===== src/rtl/pipeline_debug_unit.sv =====
// UART-driven debug controller for the five-stage pipeline: steps/runs/resets the PC
// and streams a 6-word snapshot out MSB-first. Optional halt detection: DEBUG_HALT_DETECT_EN.
module pipeline_debug_unit #(
    parameter int                    DATA_WIDTH = 32,
    parameter logic [DATA_WIDTH-1:0] HALT_WORD  = 32'hFFFF_FFFF
) (
    input  logic                  clk,
    input  logic                  reset,
    input  logic [7:0]            rx_data,
    input  logic                  rx_valid,
    output logic [7:0]            tx_data,
    output logic                  tx_valid,
    input  logic                  tx_ready,
    output logic                  pc_enable,
    output logic                  pc_reset,
    input  logic [DATA_WIDTH-1:0] pc_addr_in,
    input  logic [DATA_WIDTH-1:0] pc_instr_in,
    input  logic [DATA_WIDTH-1:0] reg_w_data_in,
    input  logic [DATA_WIDTH-1:0] reg_rt_data_in,
    input  logic [DATA_WIDTH-1:0] reg_rs_data_in,
    output logic                  busy
);
    localparam int NWORDS = 6;
    localparam int SNAP_W = NWORDS * DATA_WIDTH;
    localparam int NBYTES = SNAP_W / 8;
    localparam int IDX_W  = $clog2(NBYTES);

    localparam logic [7:0] CMD_R = 8'h52;
    localparam logic [7:0] CMD_S = 8'h53;
    localparam logic [7:0] CMD_C = 8'h43;
    localparam logic [7:0] CMD_D = 8'h44;
    localparam logic [7:0] CMD_P = 8'h50;

    typedef enum logic [2:0] {IDLE, PCRST, STEP, RUN, CAPTURE, SEND} state_e;

    state_e                  state_q;
    logic [DATA_WIDTH-1:0]   cnt_q;
    logic [SNAP_W-1:0]       snap_q;
    logic [IDX_W-1:0]        idx_q;
    logic [7:0]              tx_data_q;
    logic                    tx_valid_q;
    logic                    pc_enable_q;
    logic                    pc_reset_q;
    logic                    stop_run;

    // Snapshot byte i counted from the MSB end (counter word first).
    function automatic logic [7:0] snap_byte(input logic [SNAP_W-1:0] s, input logic [IDX_W-1:0] i);
        logic [SNAP_W-1:0] sh;
        sh = s << (8 * int'(i));
        return sh[SNAP_W-1 -: 8];
    endfunction

`ifdef DEBUG_HALT_DETECT_EN
    assign stop_run = (rx_valid && rx_data == CMD_P) || (pc_instr_in == HALT_WORD);
`else
    logic unused_halt;
    assign unused_halt = ^HALT_WORD;
    assign stop_run    = rx_valid && rx_data == CMD_P;
`endif

    always_ff @(posedge clk or posedge reset) begin
        if (reset) begin
            state_q     <= IDLE;
            cnt_q       <= '0;
            snap_q      <= '0;
            idx_q       <= '0;
            tx_data_q   <= '0;
            tx_valid_q  <= 1'b0;
            pc_enable_q <= 1'b0;
            pc_reset_q  <= 1'b0;
        end else begin
            cnt_q      <= cnt_q + {{(DATA_WIDTH-1){1'b0}}, pc_enable_q};
            pc_reset_q <= 1'b0;
            case (state_q)
                IDLE: begin
                    if (rx_valid) begin
                        case (rx_data)
                            CMD_R: begin state_q <= PCRST; pc_reset_q  <= 1'b1; end
                            CMD_S: begin state_q <= STEP;  pc_enable_q <= 1'b1; end
                            CMD_C: begin state_q <= RUN;   pc_enable_q <= 1'b1; end
                            CMD_D: state_q <= CAPTURE;
                            default: ;
                        endcase
                    end
                end
                PCRST: begin
                    cnt_q   <= '0;
                    state_q <= IDLE;
                end
                STEP: begin
                    pc_enable_q <= 1'b0;
                    state_q     <= CAPTURE;
                end
                RUN: begin
                    if (stop_run) begin
                        pc_enable_q <= 1'b0;
                        state_q     <= CAPTURE;
                    end
                end
                CAPTURE: begin
                    // Counter already includes the final enabled cycle here.
                    snap_q     <= {cnt_q, pc_addr_in, pc_instr_in, reg_w_data_in,
                                   reg_rt_data_in, reg_rs_data_in};
                    idx_q      <= '0;
                    tx_data_q  <= cnt_q[DATA_WIDTH-1 -: 8];
                    tx_valid_q <= 1'b1;
                    state_q    <= SEND;
                end
                SEND: begin
                    if (tx_ready) begin
                        if (idx_q == IDX_W'(NBYTES - 1)) begin
                            idx_q      <= '0;
                            tx_data_q  <= '0;
                            tx_valid_q <= 1'b0;
                            state_q    <= IDLE;
                        end else begin
                            idx_q     <= idx_q + 1'b1;
                            tx_data_q <= snap_byte(snap_q, IDX_W'(idx_q + 1'b1));
                        end
                    end
                end
                default: state_q <= IDLE;
            endcase
        end
    end

    assign tx_data   = tx_data_q;
    assign tx_valid  = tx_valid_q;
    assign pc_enable = pc_enable_q;
    assign pc_reset  = pc_reset_q;
    assign busy      = (state_q != IDLE);

endmodule


===== config.mk =====
export PLATFORM = sky130hd
export DESIGN_NAME = pipeline_debug_unit
export DESIGN_NICKNAME = d
export VERILOG_FILES = /design/src/rtl/pipeline_debug_unit.sv
export SDC_FILE = /design/constraint.sdc
export NUM_CORES = 1
export LEC_CHECK = 0
export BUFFER_PORTS_ARGS = -buffer_cell sky130_fd_sc_hd__buf_4
export CAP_MARGIN = 20
export CORE_ASPECT_RATIO = 0.8
export CORE_UTILIZATION = 45
export CTS_CLUSTER_SIZE = 24
export DETAILED_ROUTE_END_ITERATION = 10
export PLACE_DENSITY_LB_ADDON = 0.2
export SKIP_LAST_GASP = 1
export SLEW_MARGIN = 20
export SYNTH_ARGS = -nofsm -noshare
export SYNTH_HDL_FRONTEND = slang
export SYNTH_SLANG_ARGS = --single-unit

===== constraint.sdc =====
create_clock -name clk -period 10.1 [get_ports clk]
set_input_delay 1.01 -clock clk [delete_from_list [all_inputs] [get_ports clk]]
set_output_delay 1.01 -clock clk [all_outputs]
set_load 0.1 [all_outputs]

## Word level (Yosys, flattened, before mapping)

Cells that the tools add are included.

- Add/subtract/negate cells: 2
- Equal/unequal tests: 17
- Shifts and indexed selects: 1
- Mux-type cells: 23
- Reductions and logical operators: 10

Operators with widths:

| operator | count |
|---|---|
| << shifter 192 x 8 -> 192 bit | 1 |
| == test 8 x 7 -> 1 bit (second input constant) | 5 |
| adder 32 x 1 -> 32 bit | 1 |
| 2-to-1 mux 32 bit | 1 |
| 2-to-1 mux 8 bit | 2 |
| one-hot mux 8 bit (2 select lines) | 1 |
| one-hot mux 3 bit (5 select lines) | 1 |
| 2-to-1 mux 3 bit | 4 |
| one-hot mux 3 bit (4 select lines) | 1 |
| 2-to-1 mux 5 bit | 2 |
| != test 2 bit (second input constant) | 5 |
| one-hot mux 5 bit (2 select lines) | 1 |
| 2-to-1 mux 1 bit | 8 |
| == test 3 x 2 -> 1 bit (second input constant) | 2 |
| == test 3 bit (second input constant) | 2 |
| nonzero test 3 bit | 2 |
| adder 5 x 1 -> 5 bit (second input constant) | 1 |
| == test 5 bit (second input constant) | 1 |
| != test 5 x 1 -> 1 bit (second input constant) | 1 |
| AND reduction 5 bit | 1 |
| AND reduction 4 bit | 1 |
| == test 3 x 1 -> 1 bit (second input constant) | 1 |
| zero test 3 bit | 1 |
| one-hot mux 1 bit (3 select lines) | 1 |
| other kinds (6) | 6 |

- Bits in registers: 243
- Input port bits: 172
- Output and inout bits: 12
- Word-level logic and storage cells: 61

## Depth between registers and ports, before layout

Gate-level depths: netlist of the first run.

- Word-level depth: 5
- Gate-level depth with buffers: 7
- Mapped depth without buffers: 7

## Worst setup path before layout of the first run

No wires, ideal clock.

- Path type: input port to flip-flop
- Start: input rx_data[3]
- End: register state_q[1]
- Arrival: 2.540 ns
- Slack: 7.435 ns
- Cell stages on the path: 5
- Buffers on the path: 1
- Path through: or4b_1 -> buf_2 -> o41ai_4 -> o211a_4 -> mux2_4

- Cells in the longest elaborated chain, start to end: 4
- Elaborated cells on any way between the ends: 12
- Those cells by class: eq/ne (7); mux (3); reduce/logical (2)

Ends and longest elaborated chain:

| item | line | RTL |
|---|---|---|
| start, declared | 9 | `input logic [7:0] rx_data,` |
| == test 8 x 7 -> 1 bit, on equally long branches | 77, 58 |  |
| one-hot mux 3 bit (4 select lines) or logical AND 1 bit (tied branches) | 77, 58 |  |
| 2-to-1 mux 3 bit or != test 2 bit (tied branches) | n/a |  |
| one-hot mux 3 bit (5 select lines) or AND reduction 5 bit (tied branches) | n/a |  |
| end signal, assigned | 78 | `CMD_R: begin state_q <= PCRST; pc_reset_q <= 1'b1; end` |
| end signal, assigned | 79 | `CMD_S: begin state_q <= STEP; pc_enable_q <= 1'b1; end` |
| end signal, assigned | 80 | `CMD_C: begin state_q <= RUN; pc_enable_q <= 1'b1; end` |
| end, declared | 36 | `state_e state_q;` |

Parallel ways exist; a longest one is shown, timed or not. The select of a mux whose other input is x is not followed.
A chain may end at the register's enable or synchronous reset.

## Final worst setup path of the first run

- Start: register state_q[2]
- End: register snap_q[88]

- Cells in the longest elaborated chain, start to end: 1

Ends and longest elaborated chain:

| item | line | RTL |
|---|---|---|
| start signal, assigned | 63 | `state_q <= IDLE;` |
| start signal, assigned | 78 |  |
| start signal, assigned | 79 |  |
| == test 3 bit | 74 | `case (state_q)` |
| end signal, assigned | 102 | `snap_q <= {cnt_q, pc_addr_in, pc_instr_in, reg_w_data_in,` |
| end, declared | 38 | `logic [SNAP_W-1:0] snap_q;` |

No other way between the ends.

==> metrics.cfg, run 1 <==
[cells_and_area]
drive_above_1_share_pct = 37.72
area.growth.synth_to_final_pct = 22.30
final_core_util_pct = 56.62
n_antenna_cell = 0
final_cell_mix = dfrtp_1, buf_4, mux2_1
layout_commonest_cell = dfrtp_1
fin_nets = 1168

[clocking]
hold_buffers = 0
cts_resized = 0
clock_path_buffers = 3
root_buffer = clkbuf_16
clkLatencyLatePin_ps = 520
cts_tree = built
cts_buffers = 25
cts.sinks = 243
postCtsSetupBuffers = 0
htreeDepth = 1
clk_pin_slew_ps = 60

[floorplanning]
core_area_um2 = 24570
die_y_um = 144.2
dieWidth_um = 179.8
row_count = 51
die-area_um2 = 25920
initial_core_util_pct = 46.30
io_pins = 184

[yosys]
synthCells = 823
ys_ff_latch = 243
netlist_area_um2 = 11370
synth.area.mux_share_pct = 30.26
synth-main-ff-cell = dfrtp_1
yosys_warnings = 0
postSynth.asyncResetShare_pct = 100.0
avgSynthCellArea_um2 = 13.82
syn_nets = 998
yosysSeqAreaShare_pct = 53.46
synth.distinct_cells = 50
synth-adder-area-share_pct = 0.3300
synth_edf_count = 0
synth_xor_area_share_pct = 2.299
synth_simple_gate_area_share_pct = 7.062
synth_compound_area_share_pct = 4.345
synth_top_family_by_area = multiplexers

[timing]
fmax_ghz = 0.2720
report.final.hold_viol_count = 0
setup_tns_ps = 0
setup_viol = 0
rsz0062_at_grt = no
clock_skew_ps = 6.815
fin_crit_sh_pct = 36.40
min_period_ps = 3676
slew_violations = 0
slew_headroom_pct = 29.60
worst_pin_slew_ps = 1048

[worst_setup_path]
end_kind = flop
cp_data_required_time_ps = 10510
r2r_slack_ps = 6420
rr_startpoint = state_q[2]$_DFFE_PP0P_
cp_max_fo = 76
cp-start-kind = flop
critPathKind = reg2reg
rr_endpoint = snap_q[88]$_DFFE_PP0N_
crit_arrival_ps = 4080
reg2reg_depth = 5
crit_end = snap_q[88]$_DFFE_PP0N_
critPathLaunch = state_q[2]$_DFFE_PP0P_

[global_route]
grt_max_degree = 113
grt_pass1_wl_um = 43100
overflow = 0
grt_pass1_vias = 7498
antenna_found_initial = 0
grtUsageTotal_pct = 21.55

[placement]
gp_congestion = 0.7974
dpl.hpwl_um = 19010
port_buffers = 183

[route]
drt_iter0_markers = 568
dr.pass1.iters = 10
wl_per_cell_um = 20.29
wirelength_um = 26950
vias = 7430
routed_via_density = 5.595
drc = 9
drtAntennaViolNets = 0

[power_and_ir_drop]
p_leak_nw = 6.665
irDropWorstVdd_uv = 116.5
p_per_area_nw_per_um2 = 223.3

[run_status]
status = finished with violations
failed_checks = design-rule violations

[min_path]
hold_class = reg2reg

[job]
cap_violations = 0

## per-layer routing
layer	wire length, um	global-route usage (%)
met1	13660	34.36
met2	11150	30.33
met3	1792	4.180
met4	350	3.857
met5	0	0
## cells by family (layout without fill, tap and decap cells)
group	after synthesis	after routing
and+or+nand+nor	159	159
DFF	243	243
adders and majority gates	3	3
buffers and inverters	57	244
muxes	259	259
AOI/OAI and AO/OA	73	73
xor gates and xnor gates	29	29
## final cells by class
| class | count | area (um2) |
|---|---|---|
| flip-flops and latches | 243 | 6085 |
| inverters | 7 | 33.78 |
| fillers | 2034 | 10660 |
| well taps | 318 | 397.9 |
| clock buffers | 33 | 695.7 |
| multi-input cells | 523 | 5060 |
| clock inverters | 11 | 190.2 |
| repair buffers | 193 | 1449 |
## registers in the layout, summed over array words and instances (netlist names)
signal / count
cnt_q: 32
idx_q: 5
pc_enable: 1
pc_reset: 1
snap_q: 192
state_q: 3
tx_data: 8
tx_valid: 1
## cell usage after synthesis (8+ instances only)
library cell  number  area [um2]
nand4_1           11       68.82
o31a_1             8       70.07
nand2_1           50       187.7
o21ai_0           13       65.06
mux2_2            84       945.9
a21oi_1           20       100.1
nand3_1           16       80.08
dfrtp_1          243        6081
mux2i_1           15       150.1
nor2_1            36       135.1
mux4_2            48        1081
clkbuf_1          17       63.81
mux2_1           111        1250
xor2_1            21       183.9
buf_2             33       165.2
## metrics by stage
| step | hold slack, ps | power, mW | area, um2 | setup WS [ps] | instances |
|---|---|---|---|---|---|
| final | 478.4 | 3.107 | 13910 | 6424 | 1328 |
| after global routing | 496.1 | 3.268 | 13910 | 6160 | 1328 |
| after CTS | 485.2 | 3.138 | 13910 | 6423 | 1328 |
| after detailed placement | 470.8 | 2.131 | 13030 | 6444 | 1284 |
| after global placement | 463.1 | 2.102 | 13030 | 6476 | 1284 |
| after floorplan | 452.4 | 1.914 | 11370 | 2417 | 823 |
## power breakdown
| part | internal, mW | total (mW) | switching, mW |
|---|---|---|---|
| clock network | 0.612 | 0.993 | 0.381 |
| registers | 1.30 | 1.47 | 0.171 |
| logic | 0.385 | 0.642 | 0.257 |
| total | 2.30 | 3.11 | 0.809 |
## critical path, cell delays in order, from the launching register on
cell and delay (ps):
dfrtp_1 490, inv_2 110, nor3_4 740, buf_4 800, buf_4 880, mux2_2 420
## worst min path at each step
stage                             from                 endpoint  slack, ps  cells past startpoint
2_1_floorplan  snap_q[100]$_DFFE_PP0N_  snap_q[100]$_DFFE_PP0N_        450                      1
5_1_grt        snap_q[109]$_DFFE_PP0N_  snap_q[109]$_DFFE_PP0N_        500                      1
6_report       snap_q[103]$_DFFE_PP0N_  snap_q[103]$_DFFE_PP0N_        480                      1
3_3_place_gp   snap_q[183]$_DFFE_PP0N_  snap_q[183]$_DFFE_PP0N_        460                      1
3_5_place_dp    snap_q[56]$_DFFE_PP0N_   snap_q[56]$_DFFE_PP0N_        470                      1
4_1_cts         snap_q[56]$_DFFE_PP0N_   snap_q[56]$_DFFE_PP0N_        490                      1
Note: power is estimated with default switching activity, not from simulation.
==> run 2: changes to the inputs <==
- clock period: 10.1 -> 3.6 ns (I/O delays scaled with it)
==> metrics.cfg, run 2 (same netlist as run 1, synthesis figures left out) <==
[worst_setup_path]
end_kind = flop
cp.depth = 6  ; +1
cp_top_family = compound AO/OA/AOI/OAI gates
cp_data_required_time_ps = 4000  ; -6510 ps
cp_max_fo = 33  ; -57%
cp-start-kind = flop
crit_chain = buf_4 -> and3_1 -> nor3b_1 -> a31oi_1 -> a21oi_1 -> o31a_1
rr_endpoint = tx_data[0]$_DFFE_PP0P_
r2r_slack_ps = 710  ; -5720 ps
rr_startpoint = idx_q[0]$_DFFE_PP0P_
cp_slowest_stage_delay_ps = 680  ; -200 ps
critPathKind = reg2reg
crit_arrival_ps = 3290  ; -790 ps
crit_slowest_cell = dfrtp_4
reg2reg_depth = 6  ; +1
critPathLaunch = idx_q[0]$_DFFE_PP0P_
path_buf_inv = 1  ; -2

[route]
drt_iter0_markers = 524  ; -7.7%
drc = 10  ; +1
wl_per_cell_um = 20.62  ; +1.6%
drtAntennaViolNets = 0  ; unchanged
dr.pass1.iters = 10  ; unchanged
vias = 7411  ; -0.26%
wirelength_um = 27500  ; +2.1%
routed_via_density = 5.555  ; -0.70%

[run_status]
failed_checks = design-rule violations
status = finished with violations

[cells_and_area]
multi_input_area_um2 = 5060  ; unchanged
n_antenna_cell = 0  ; unchanged
top_register = snap_q
drive_above_1_share_pct = 38.29  ; +0.56 points
post-route-cell-area_um2 = 13970  ; +0.40%
regArea_um2 = 6085  ; unchanged
layout_commonest_cell = dfrtp_1
final_core_util_pct = 56.85  ; +0.23 points
area.growth.synth_to_final_pct = 22.79
fin_nets = 1173  ; +0.43%
final_cell_mix = dfrtp_1, buf_4, mux2_1
largest_register_ffs = 192  ; unchanged
nFillCells = 1985  ; -2.4%
stdcell_count = 1334  ; +0.45%

[min_path]
hold_class = in2reg
min_from = pc_addr_in[29]
hold-path-endpoint = snap_q[157]$_DFFE_PP0N_
whs_path_depth = 2  ; +1

[power_and_ir_drop]
p_per_area_nw_per_um2 = 624.6  ; +180%
power_mw = 8.725  ; +180%
p_leak_nw = 6.699  ; +0.51%
irDropWorstVdd_uv = 360.4  ; +210%

[timing]
setup_viol = 0  ; unchanged
report.final.hold_viol_count = 0  ; unchanged
slew_violations = 0  ; unchanged
whs_ps = 42.01  ; -436.4 ps
slew_headroom_pct = 37.74  ; +8.1 points
worst_pin_slew_ps = 927.2  ; -121.3 ps
rsz0062_at_grt = no
min_period_ps = 2892  ; -784.0 ps
fmax_ghz = 0.3458  ; +27%
fin_crit_sh_pct = 80.34  ; +44 points
setup_tns_ps = 0  ; unchanged
clock_skew_ps = 15.03  ; +8.211 ps
setup_slack_ps = 707.9  ; -5716 ps

[global_route]
antenna_found_initial = 0  ; unchanged
grt_pass1_vias = 7627  ; +1.7%
grtUsageTotal_pct = 22.14  ; +0.59 points
overflow = 0  ; unchanged
grt_max_degree = 100  ; -12%
grt_pass1_wl_um = 44150  ; +2.5%

[placement]
gp_congestion = 0.8079  ; +1.3%
port_buffers = 183  ; unchanged
dpl.hpwl_um = 19870  ; +4.5%
place_inst = 1288  ; +0.31%
dp_slack_ps = 655.1  ; -5789 ps
dpl_cell_area_um2 = 13090  ; +0.49%

[clocking]
cts_buffers = 25  ; unchanged
clkLatencyLatePin_ps = 530  ; about the same
clock_path_buffers = 3  ; unchanged
cts_tree = built
cts.sinks = 243  ; unchanged
clk_pin_slew_ps = 60  ; about the same
root_buffer = clkbuf_16
htreeDepth = 1  ; unchanged

[floorplanning]
dieWidth_um = 179.8  ; unchanged
row_count = 51  ; unchanged
core_area_um2 = 24570  ; unchanged
initial_core_util_pct = 46.30  ; unchanged
die-area_um2 = 25920  ; unchanged
die_y_um = 144.2  ; unchanged
io_pins = 184  ; unchanged

[job]
cap_violations = 0  ; unchanged

run 2: timing repair:
item / CTS / global route
buffers inserted: 0 / 0
hold endpoints to repair: 9 / 0
hold buffers: 1 / 0
resized for setup: 0 / 0
run 2: worst max path at each step:
stage / end / slack [ps]
after floorplan: cnt_q[0]$_DFF_PP0_ / 50
final: tx_data[0]$_DFFE_PP0P_ / 710
after global placement: tx_data[3]$_DFFE_PP0P_ / 750
after global routing: tx_data[5]$_DFFE_PP0P_ / 460
after CTS: tx_data[0]$_DFFE_PP0P_ / 640
after detailed placement: tx_data[0]$_DFFE_PP0P_ / 660
run 2: area by class of cell:
type | instances | area share, %
Tap cell | 318 | 2.849
Timing Repair Buffer | 198 | 10.93
Inverter | 7 | 0.2150
Clock inverter | 12 | 1.021
Sequential cell | 243 | 43.56
Multi-Input combinational cell | 523 | 36.23
Clock buffer | 33 | 5.196
run 2: power breakdown:
| group | leakage [nW] | switching [mW] | internal (mW) |
|---|---|---|---|
| Combinational | 2.91 | 0.737 | 1.09 |
| Clock | 0.438 | 1.09 | 1.63 |
| Sequential | 3.35 | 0.534 | 3.65 |
| Total | 6.70 | 2.36 | 6.37 |
run 2: routing by layer:
layer | track usage (%) | vias up | part of all wire, %
li1 | - | 3366 | -
met1 | 34.98 | 3763 | 51
met2 | 30.94 | 252 | 40
met3 | 4.734 | 30 | 6.5
met4 | 4.537 | 0 | 1.7
met5 | 0 | - | 0
